`src/rtl/viol_event_logger.sv`:
```
// viol_event_logger: watches timing-check notifier regs, counts violations per
//   source, and queues {source, timestamp} records for a consumer.
// Latency: a notifier toggle gives ev_valid 2 cycles later into an empty FIFO
//   (detect, enqueue).
// Backpressure: ev_valid/ev_ready handshake; a full FIFO drops the lowest
//   pending event each cycle and counts it in drop_cnt.
// Ports:
//   clock, reset           - single clock, synchronous active-high reset
//   notifier[NUM_CHK]      - any toggle on bit i is one violation on source i
//   clr_stats              - clears counters, sticky flags, drop count (not FIFO)
//   ev_valid/ev_ready      - FIFO head handshake; ev_src/ev_ts describe the head
//   viol_cnt, viol_sticky  - per-source saturating counts and seen flags
//   drop_cnt, fifo_level   - lost-event count and current FIFO occupancy
module viol_event_logger #(
  parameter int NUM_CHK = 4,
  parameter int TS_W    = 16,
  parameter int DEPTH   = 8,
  parameter int CNT_W   = 8,
  localparam int SRC_W  = (NUM_CHK > 1) ? $clog2(NUM_CHK) : 1,
  localparam int PTR_W  = (DEPTH > 1) ? $clog2(DEPTH) : 1,
  localparam int LVL_W  = $clog2(DEPTH) + 1
) (
  input  logic                     clock,
  input  logic                     reset,
  input  logic [NUM_CHK-1:0]       notifier,
  input  logic                     clr_stats,
  output logic                     ev_valid,
  input  logic                     ev_ready,
  output logic [SRC_W-1:0]         ev_src,
  output logic [TS_W-1:0]          ev_ts,
  output logic [NUM_CHK*CNT_W-1:0] viol_cnt,
  output logic [NUM_CHK-1:0]       viol_sticky,
  output logic [CNT_W-1:0]         drop_cnt,
  output logic [LVL_W-1:0]         fifo_level
);

  logic [NUM_CHK-1:0]    notif_q;
  logic [NUM_CHK-1:0]    ev;
  logic [NUM_CHK-1:0]    pending;
  logic [TS_W-1:0]       ts;
  logic [CNT_W-1:0]      cnt [NUM_CHK];

  logic [SRC_W+TS_W-1:0] mem [DEPTH];
  logic [PTR_W-1:0]      wr_ptr;
  logic [PTR_W-1:0]      rd_ptr;
  logic [PTR_W-1:0]      head_idx;

  logic [NUM_CHK-1:0]    sel_oh;
  logic [SRC_W-1:0]      sel_idx;
  logic [NUM_CHK-1:0]    consume;
  logic                  full;
  logic                  pop;
  logic                  push;
  logic                  drop;

  // Edge detect: any change against last cycle's value is a violation.
  assign ev = notifier ^ notif_q;

  // Lowest set bit of pending wins the single enqueue/drop slot.
  assign sel_oh = pending & (~pending + NUM_CHK'(1));

  always_comb begin
    sel_idx = '0;
    for (int i = NUM_CHK - 1; i >= 0; i--) begin
      if (pending[i]) sel_idx = SRC_W'(i);
    end
  end

  assign full     = (fifo_level == LVL_W'(DEPTH));
  assign ev_valid = (fifo_level != '0);
  assign pop      = ev_valid & ev_ready;
  // A pop in the same cycle frees the slot the push needs, so full is no obstacle.
  assign push     = (|pending) & (~full | pop);
  assign drop     = (|pending) & full & ~pop;
  assign consume  = (push | drop) ? sel_oh : '0;

  // When empty, present the entry just popped so the outputs do not wander.
  assign head_idx        = ev_valid ? rd_ptr : rd_ptr - PTR_W'(1);
  assign {ev_src, ev_ts} = mem[head_idx];

  // Storage carries no reset; only pointers and level define validity.
  always_ff @(posedge clock) begin
    if (push) mem[wr_ptr] <= {sel_idx, ts};
  end

  always_ff @(posedge clock) begin
    if (reset) begin
      notif_q    <= notifier;
      pending    <= '0;
      ts         <= '0;
      wr_ptr     <= '0;
      rd_ptr     <= '0;
      fifo_level <= '0;
    end else begin
      notif_q <= notifier;
      ts      <= ts + TS_W'(1);
      // A fresh event on a source being consumed this cycle re-arms it;
      // an event on an already-pending source simply merges.
      pending <= (pending & ~consume) | ev;
      if (push) wr_ptr <= wr_ptr + PTR_W'(1);
      if (pop)  rd_ptr <= rd_ptr + PTR_W'(1);
      case ({push, pop})
        2'b10:   fifo_level <= fifo_level + LVL_W'(1);
        2'b01:   fifo_level <= fifo_level - LVL_W'(1);
        default: fifo_level <= fifo_level;
      endcase
    end
  end

  // Statistics: clr_stats restarts counting but never loses a same-cycle event.
  always_ff @(posedge clock) begin
    if (reset) begin
      viol_sticky <= '0;
      drop_cnt    <= '0;
      for (int i = 0; i < NUM_CHK; i++) cnt[i] <= '0;
    end else begin
      for (int i = 0; i < NUM_CHK; i++) begin
        if (clr_stats) begin
          cnt[i]         <= ev[i] ? CNT_W'(1) : '0;
          viol_sticky[i] <= ev[i];
        end else if (ev[i]) begin
          viol_sticky[i] <= 1'b1;
          if (cnt[i] != '1) cnt[i] <= cnt[i] + CNT_W'(1);
        end
      end
      if (clr_stats) begin
        drop_cnt <= drop ? CNT_W'(1) : '0;
      end else if (drop && drop_cnt != '1) begin
        drop_cnt <= drop_cnt + CNT_W'(1);
      end
    end
  end

  for (genvar g = 0; g < NUM_CHK; g++) begin : g_cnt_pack
    assign viol_cnt[g*CNT_W +: CNT_W] = cnt[g];
  end

endmodule

```
`config.mk`:
```
export PLATFORM = sky130hd
export DESIGN_NAME = viol_event_logger
export DESIGN_NICKNAME = d
export VERILOG_FILES = /design/src/rtl/viol_event_logger.sv
export SDC_FILE = /design/constraint.sdc
export NUM_CORES = 1
export LEC_CHECK = 0
export BUFFER_PORTS_ARGS = -buffer_cell sky130_fd_sc_hd__buf_2
export CAP_MARGIN = 30
export CORE_UTILIZATION = 30
export DETAILED_ROUTE_END_ITERATION = 8
export PLACE_DENSITY = 0.59
export SKIP_LAST_GASP = 1
export SLEW_MARGIN = 40
export SYNTH_ARGS = -nofsm -noshare
export SYNTH_HDL_FRONTEND = slang
export SYNTH_SLANG_ARGS = --single-unit
```
`constraint.sdc`:
```
create_clock -name clock -period 3.05 [get_ports clock]
set_clock_uncertainty 0.1 [all_clocks]
set_input_delay 0.61 -clock clock [delete_from_list [all_inputs] [get_ports clock]]
set_output_delay 0.61 -clock clock [all_outputs]
set_load 0.005 [all_outputs]
```
Word level (Yosys, flattened, before mapping). Memory sizes are Yosys's and may differ from the RTL's. Cells that the tools add are included.

Bits in registers: 46. Bits in writable memories: 176. Bits of input ports: 8. Output and inout port bits: 67. Word-level logic and storage cells: 121. Memories: 2.

Add/sub/neg operators: 12. Eq/ne operators: 8. Muxes and demuxes: 57. Bitwise gates (word level): 22. Reductions and logical operators: 9.

Memory list: mem (depth 8, bits a word 18, rd ports 1, clocked after memory_dff 0, write ports 1, line 43) `logic [SRC_W+TS_W-1:0] mem [DEPTH];`; cnt (depth 4, bits a word 8, rd ports 4, clocked after memory_dff 0, write ports 4, line 41) `logic [CNT_W-1:0] cnt [NUM_CHK];`.

Operators by type and width (number): two-way mux 8 bit (10); adder 8 x 1 -> 8 bit, second input constant (5); two-way mux 1 bit (40); inequality test 8 bit, second input constant (5); adder 16 x 1 -> 16 bit, second input constant (1); nonzero test 2 bit (6); bitwise OR 1 bit (10); adder 4 x 1 -> 4 bit, second input constant (2); bitwise AND 4 bit (2); two-way mux 2 bit (4); inverter 4 bit (2); case mux 4 bit (2 select lines) (1); adder 3 x 1 -> 3 bit, second input constant (2); bitwise AND 1 bit (4); equality test 4 bit, second input constant (1); two-way mux 4 bit (1); bitwise OR 4 bit (1); nonzero test 4 bit (1); OR reduction 4 bit (1); subtractor 4 x 1 -> 4 bit, second input constant (1); bitwise XOR 4 bit (1); two-way mux 3 bit (1); subtractor 3 x 1 -> 3 bit, second input constant (1); equality test 2 x 1 -> 1 bit, second input constant (1); other kinds (3) (4).

Logic depth before layout (Yosys ltp). Gate-level depths: netlist of run 1.

Depth after elaboration: 9. Mapped depth: 12. Mapped depth without buffers: 8.

Worst setup path after synthesis of run 1. OpenSTA, ideal clock, no wires.

Path type: register -> output. Start point: register rd_ptr[0]. End point: output port ev_src[0]. Arrival: 2631 ps. Required time: 2340 ps. Path slack: -291 ps. Cell stages (with the launch flop): 13. Path buffers: 5. Cells stage by stage: dfxtp_1 -> clkbuf_1 -> inv_1 -> clkbuf_1 -> clkbuf_1 -> ha_1 -> clkbuf_1 -> nand2b_1 -> buf_1 -> nor3_1 -> or4_1 -> o41ai_2 -> o31a_1.

Cells in the longest elaborated chain, start to end: 3.

RTL lines: start, declared (line 45) `logic [PTR_W-1:0] rd_ptr;`; start signal, assigned (line 101) `if (pop) rd_ptr <= rd_ptr + PTR_W'(1);`; subtractor 3 x 1 -> 3 bit (line 78) `assign head_idx = ev_valid ? rd_ptr : rd_ptr - PTR_W'(1);`; two-way mux 3 bit (*) (line 78); memory read (8 x 18 bit) (*); end, declared (line 29) `output logic [SRC_W-1:0] ev_src,`.

Every way passes the cells marked *; elsewhere a longest branch is shown, timed or not.

Final worst setup path of run 1. Same ends and word-level chain as after synthesis.

==> results of run 1 <==
==> power groups by stage <==
stage          clock network [µW]  registers (µW)  logic, µW
3_5_place_dp                    0            3710       5000
2_1_floorplan                   0            3690       3170
3_3_place_gp                    0            3710       4920
4_1_cts                      2950            3660       5200
6_report                     2880            3670       6460
5_1_grt                      3060            3690       6870
==> worst max-delay path: cells and delay by family, from the launching register on <==
family	cells	cell delay [ps]
AOI/OAI and AO/OA	1	300
adders and majority gates	1	290
buffers and inverters	6	780
DFF	1	360
and+or+nand+nor	3	310
==> per-layer routing <==
layer	global-route usage (%)	vias to the layer above	routed length (µm)
met1	19.4	4054	12400
met4	5.80	2	959
met5	0	-	13
met2	24.5	289	13700
met3	3.15	63	1850
li1	-	3828	-
==> metrics by stage <==
step / TNS [ps] / total power (µW)
floorplan: -47.4 / 6850
global placement: 0 / 8630
detailed placement: 0 / 8720
CTS: -4320 / 11800
global route: -5550 / 13600
finish: -3660 / 13000
==> path summary, 6_finish.rpt <==
| check | startpoint | end | slack, ps | cells past startpoint |
|---|---|---|---|---|
| min reg2reg | viol_sticky[1]$_SDFFE_PP0P_ | viol_sticky[1]$_SDFFE_PP0P_ | 370 | 2 |
| min | notifier[3] | notif_q[3]$_DFF_P_ | 110 | 1 |
| max reg2reg | fifo_level[0]$_SDFFE_PP0P_ | fifo_level[2]$_SDFFE_PP0P_ | 660 | 8 |
| max | rd_ptr[0]$_SDFFE_PP0P_ | ev_src[0] | -260 | 11 |
==> registers in the layout, summed over array words and instances, names as in the netlist <==
| register | flops |
|---|---|
| ts | 16 |
| wr_ptr | 3 |
| fifo_level | 4 |
| rd_ptr | 3 |
| cnt | 32 |
| mem | 144 |
| pending | 4 |
| viol_sticky | 4 |
| notif_q | 4 |
| drop_cnt | 8 |
==> cells in the final DEF, fill, tap and decap left out, types with 4 or more instances in the layout <==
master | netlist | final
o221ai_1 | 17 | 17
clkbuf_16 | 0 | 31
nor2_2 | 0 | 4
a41oi_1 | 17 | 11
or3_1 | 5 | 5
nand2_1 | 49 | 47
clkinv_2 | 0 | 4
ha_1 | 10 | 9
a21oi_1 | 17 | 17
buf_2 | 11 | 74
buf_12 | 0 | 11
nand4_1 | 6 | 6
a31oi_2 | 0 | 5
nor3_1 | 118 | 112
a311oi_2 | 0 | 14
nor2b_1 | 5 | 4
o22ai_1 | 19 | 19
a31oi_1 | 17 | 12
a41oi_2 | 0 | 6
xnor2_1 | 25 | 25
a31o_2 | 19 | 19
buf_6 | 1 | 10
buf_8 | 0 | 4
and3_1 | 26 | 26
nor2_1 | 75 | 71
mux2i_1 | 19 | 19
nand2b_1 | 10 | 9
xor2_1 | 26 | 26
or2_2 | 4 | 4
nand3_1 | 62 | 62
clkbuf_1 | 54 | 12
inv_1 | 8 | 6
dfxtp_1 | 46 | 44
buf_4 | 0 | 45
nor3_2 | 0 | 5
edfxtp_1 | 176 | 176
o21ai_0 | 23 | 20
nor4_1 | 23 | 22
==> cell families (layout without fill, tap and decap cells) <==
family                     after synthesis  in the layout
buffers and inverters                   80            204
DFF                                    222            222
AOI/OAI and AO/OA                      160            160
xor gates and xnor gates                52             52
and+or+nand+nor                        392            392
muxes                                   19             19
adders and majority gates               10             10
==> area by class of cell <==
class	instances	area, µm²	share of cell area [%]
well taps	448	561	4.31
clock buffers	40	712	5.47
repair buffers	150	1250	9.62
inverters	8	38.8	0.298
flip-flops and latches	222	6210	47.7
multi-input cells	633	4170	32.0
clock inverters	6	70.1	0.538
==> timing repair <==
action | 4_1_cts | 5_1_grt
resized for setup | 24 | 53
buffers inserted | 1 | 14
setup endpoints to repair | 18 | 18
gates cloned | 0 | 9
hold buffers | 0 | 0
pin swaps | 1 | 7
==> flow_metrics.env, run 1 <==
export IMPL_dieArea_mm2=0.0355
export IMPL_syn_nets=953
export IMPL_final_util_pct=38.4
export IMPL_swShare_pct=37.5
export IMPL_place_inst=1437
export IMPL_antenna_found_initial=1
export IMPL_synthDistinctLibCells=48
export IMPL_path_clk_slew_ps=60
export IMPL_arrival_ps=2600
export IMPL_yosysSeqAreaShare_pct=59.6
export IMPL_synth_edf_count=176
export IMPL_synth_top_area_share_pct=50.8
export IMPL_synthTopCellsByArea="edfxtp_1 (51%), dfxtp_1 (8.8%), nor3_1 (5.7%)"
export IMPL_routedWlPerCell_um=19.2
export IMPL_hold_viol=0
export IMPL_critPathMaxStageDelay_ps=360
export IMPL_post_place_ws_ps=185
export IMPL_async_flop_share_pct=0
export IMPL_yosys_area_top_type="edfxtp_1"
export IMPL_initialDrtViolationCount=474
export IMPL_nets=1058
export IMPL_leakagePower_uw=0.00444
export IMPL_synthSimpleGateAreaFrac_pct=18.6
export IMPL_worstSetupPathType="flop to primary output"
export IMPL_cts_tree="built"
export IMPL_seqPwrFrac_pct=28.2
export IMPL_syn_avg_cell_area_um2=11.1
export IMPL_dp_hpwl_um=17200
export IMPL_holdWs_ps=113
export IMPL_synth_ff_type="edfxtp_1"
export IMPL_synthMuxAreaShare_pct=1.83
export IMPL_cp_cell_sequence="clkinvlp_4, ha_4, buf_4, buf_12, nor2b_4, buf_12, buf_6, nand3_1, nand4_1, o31a_1, buf_2"
export IMPL_required_ps=2340
export IMPL_clock_sinks=222
export IMPL_ios=75
export IMPL_worst_path_max_delay_cell="dfxtp_4"
export IMPL_grt_pass1_vias=7559
export IMPL_syn_area_mm2=0.0104
export IMPL_synth_compound_area_share_pct=11.2
export IMPL_relSlewSlack_pct=53.2
export IMPL_drv_cap=0
export IMPL_status="complete, but fails checks"
export IMPL_clkPwrFrac_pct=22.1
export IMPL_grt_pass1_wl_um=42000
export IMPL_area_delta_synth_final_pct=25.0
export IMPL_final_period_utilization_pct=109
export IMPL_power_switching_uw=4880
export IMPL_hold_path_class="input port to flop"
export IMPL_dpl_instance_area_mm2=0.0116
export IMPL_cts_root_buf="clkbuf_16"
export IMPL_synth_most_common_cell="edfxtp_1"
export IMPL_die_x_um=188
export IMPL_initial_core_util_pct=30.7
export IMPL_yosys_warnings=0
export IMPL_ir_drop_uv=719
export IMPL_synthAdderAreaFrac_pct=1.20
export IMPL_place_gp_congestion=0.788
export IMPL_ys_seq_elements=222
export IMPL_drtPass1Iterations=5
export IMPL_worstPathMaxFanout=9
export IMPL_ant_nets=0
export IMPL_grt_remaining_overflow=0
export IMPL_rsz0062_at_grt="yes"
export IMPL_crit_path_frequent_cell="buf_12"
export IMPL_combPwrFrac_pct=49.7
export IMPL_core_rowCount=67
export IMPL_setup_viol=18
export IMPL_grt_max_degree=57
export IMPL_die_h_um=188
export IMPL_synth_cells=935
export IMPL_route_vias_total=8236
export IMPL_drive_gt1_share_pct=24.4
export IMPL_internal_power_uw=8130
export IMPL_startpoint_type="flop"
export IMPL_fillers=3266
export IMPL_cts_buffer_depth=3
export IMPL_avgViaCountPerCell=5.47
export IMPL_detail_route_wirelength_um=28900
export IMPL_violations="setup timing"
export IMPL_final_cells=1507
export IMPL_cts_buffers=25
export IMPL_stdcell_area_mm2=0.0130
export IMPL_grtUsageTotal_pct=15.0
export IMPL_htree_levels=1
export IMPL_postLayoutSetupSlackWorst_ps=-263
export IMPL_num_antenna_cells=0
export IMPL_io_buffer_count=74
export IMPL_worst_pin_slew_ps=699
export IMPL_drcViolationCount=0
export IMPL_synth_top_family_by_area="simple AND/OR/NAND/NOR gates"
export IMPL_synth_common_cells="edfxtp_1 (176), nor3_1 (118), nor2_1 (75)"
export IMPL_drv_slew=0
export IMPL_synth_xor_area_share_pct=4.45
export IMPL_max_freq_ghz=0.302
export IMPL_endpoint_kind="primary output"
export IMPL_clock_latency_ps=530
export IMPL_final_min_clock_period_ps=3310
export IMPL_powerDensity_mw_per_mm2=999
export IMPL_fp_coreArea_mm2=0.0339
Note: power is estimated with default switching activity, not from simulation.
==> run 2: changes to the inputs <==
- ABC_AREA: default -> 1
==> run 2 against run 1 <==
The run now ends clean. Critical endpoint unchanged. Non-clock buffer count is 50 lower. Register-to-register slack better by 130 ps. Largest cell class unchanged. Via count is 17% lower.
==> flow_metrics.env, run 2 <==
export IMPL_powerDensity_mw_per_mm2=969
export IMPL_synth_edf_count=176
export IMPL_worstPathMaxFanout=19
export IMPL_avgViaCountPerCell=4.50
export IMPL_top_regs="mem x144, cnt x32, ts x16"
export IMPL_antenna_found_initial=0
export IMPL_grtUsageTotal_pct=13.5
export IMPL_leakagePower_uw=0.00473
export IMPL_drv_slew=0
export IMPL_dp_hpwl_um=13000
export IMPL_largest_reg_flops=144
export IMPL_final_period_utilization_pct=96.0
export IMPL_tns_ps=0
export IMPL_drv_cap=0
export IMPL_grt_max_degree=41
export IMPL_startpoint_type="flop"
export IMPL_synthDistinctLibCells=35
export IMPL_clock_latency_ps=520
export IMPL_yosys_area_top_type="edfxtp_1"
export IMPL_setup_viol=0
export IMPL_worst_pin_slew_ps=627
export IMPL_crit_family="simple AND/OR/NAND/NOR gates"
export IMPL_yosys_warnings=0
export IMPL_hold_path_class="input port to flop"
export IMPL_regMostFlops="mem"
export IMPL_dieArea_mm2=0.0332
export IMPL_synth_most_common_cell="nand2_1"
export IMPL_stdcell_area_mm2=0.0117
export IMPL_area_delta_synth_final_pct=19.5
export IMPL_final_cell_mix="nand2_1 (264), edfxtp_1 (176), inv_1 (141), buf_2 (74), o211ai_1 (72)"
export IMPL_clock_sinks=222
export IMPL_rsz0062_at_grt="yes"
export IMPL_final_cells=1516
export IMPL_dpl_instance_area_mm2=0.0107
export IMPL_detail_route_wirelength_um=22100
export IMPL_num_antenna_cells=0
export IMPL_io_buffer_count=74
export IMPL_cts_hold_buf=0
export IMPL_required_ps=2340
export IMPL_die_h_um=182
export IMPL_worstSetupPathType="flop to primary output"
export IMPL_initial_core_util_pct=30.7
export IMPL_drcViolationCount=0
export IMPL_nets=1082
export IMPL_relSlewSlack_pct=58.2
export IMPL_place_gp_congestion=0.763
export IMPL_max_freq_ghz=0.342
export IMPL_cts_buffer_depth=3
export IMPL_ir_drop_uv=493
export IMPL_path_clk_slew_ps=60
export IMPL_htree_levels=1
export IMPL_ys_seq_elements=222
export IMPL_endpoint_kind="primary output"
export IMPL_hold_viol=0
export IMPL_grt_pass1_vias=6559
export IMPL_syn_nets=984
export IMPL_drive_gt1_share_pct=14.9
export IMPL_ant_nets=0
export IMPL_routedWlPerCell_um=14.6
export IMPL_crit_buf_inv=2
export IMPL_synthTopCellsByArea="edfxtp_1 (54%), nand2_1 (10%), dfxtp_1 (9.4%)"
export IMPL_syn_area_mm2=0.00975
export IMPL_arrival_ps=2220
export IMPL_route_vias_total=6822
export IMPL_synth_top_area_share_pct=54.2
export IMPL_synth_ff_type="edfxtp_1"
export IMPL_drtPass1Iterations=5
export IMPL_fp_coreArea_mm2=0.0318
export IMPL_initialDrtViolationCount=390
export IMPL_place_inst=1464
export IMPL_syn_avg_cell_area_um2=10.1
export IMPL_ios=75
export IMPL_synth_common_cells="nand2_1 (265), edfxtp_1 (176), inv_1 (142)"
export IMPL_yosysSeqAreaShare_pct=63.6
export IMPL_worst_path_max_delay_cell="dfxtp_2"
export IMPL_cts_root_buf="clkbuf_16"
export IMPL_final_min_clock_period_ps=2930
export IMPL_status="finished clean"
export IMPL_critPathMaxStageDelay_ps=360
export IMPL_grt_remaining_overflow=0
export IMPL_final_common_cell="nand2_1"
export IMPL_cp_cell_sequence="nor2_4, nand2_4, nand2_2, nand2_8, buf_12, o211ai_1, nand2_1, nand2_1, nand2_1, buf_2"
export IMPL_async_flop_share_pct=0
export IMPL_grt_pass1_wl_um=35300
export IMPL_core_rowCount=65
export IMPL_cts_tree="built"
export IMPL_cts_buffers=24
export IMPL_die_x_um=182
export IMPL_synth_cells=966
export IMPL_crit_path_frequent_cell="nand2_1"
run 2: repair_timing:
item | 4_1_cts | 5_1_grt
pin swaps | 1 | 5
gates cloned | 2 | 1
buffers inserted | 4 | 2
setup endpoints to repair | 18 | 18
resized for setup | 6 | 9
run 2: metrics by stage:
stage	hold WS [ps]	setup slack, ps	utilization [%]	total power [µW]
4_1_cts	96.2	2.97	36.5	11300
5_1_grt	94.7	-20.7	36.6	12200
2_1_floorplan	348	697	-	6610
3_5_place_dp	344	253	33.8	8150
6_report	119	123	36.6	11300
3_3_place_gp	335	265	33.8	8110
run 2: cell families (layout without fill, tap and decap cells):
logic type / after synthesis / in the layout / synth area share [%]
AND/OR/NAND/NOR: 408 / 408 / 17.4
flip-flops: 222 / 222 / 63.6
buffers and inverters: 172 / 287 / 6.92
AO/OA/AOI/OAI: 137 / 137 / 9.15
XOR/XNOR: 17 / 17 / 1.60
adder cells (fa/ha/maj): 10 / 10 / 1.28
run 2: routing by layer:
metal	global-route usage (%)	share of wire (%)	up-vias	wire length [µm]
met5	0	0	-	0
met4	3.16	1.9	0	425
met3	3.11	5.7	30	1260
met2	22.3	46	149	10200
met1	17.8	46	3182	10200
li1	-	-	3461	-
run 2: final timing paths:
check / cells after the start / endpoint / start / slack (ps)
worst max-delay path: 10 / ev_src[0] / fifo_level[1]$_SDFFE_PP0P_ / 120
worst min-delay path: 1 / notif_q[1]$_DFF_P_ / notifier[1] / 120
worst max register to register: 8 / ts[8]$_SDFF_PP0_ / ts[0]$_SDFF_PP0_ / 790
worst min register to register: 2 / viol_sticky[1]$_SDFFE_PP0P_ / viol_sticky[1]$_SDFFE_PP0P_ / 350
run 2: layout make-up:
| class | instances | area, µm² |
|---|---|---|
| fill | 3193 | 20100 |
| sequential | 222 | 6210 |
| multi-input combinational | 572 | 2920 |
| timing repair buffer | 100 | 691 |
| clock buffer | 28 | 616 |
| inverter | 144 | 553 |
| tap | 435 | 544 |
| clock inverter | 15 | 114 |
run 2: power by group:
| part | internal [µW] | total, µW | leakage (µW) | switching (µW) |
|---|---|---|---|---|
| logic | 1940 | 4870 | 0.00226 | 2920 |
| clock network | 1530 | 2700 | 0.000352 | 1160 |
| registers | 3570 | 3730 | 0.00212 | 155 |
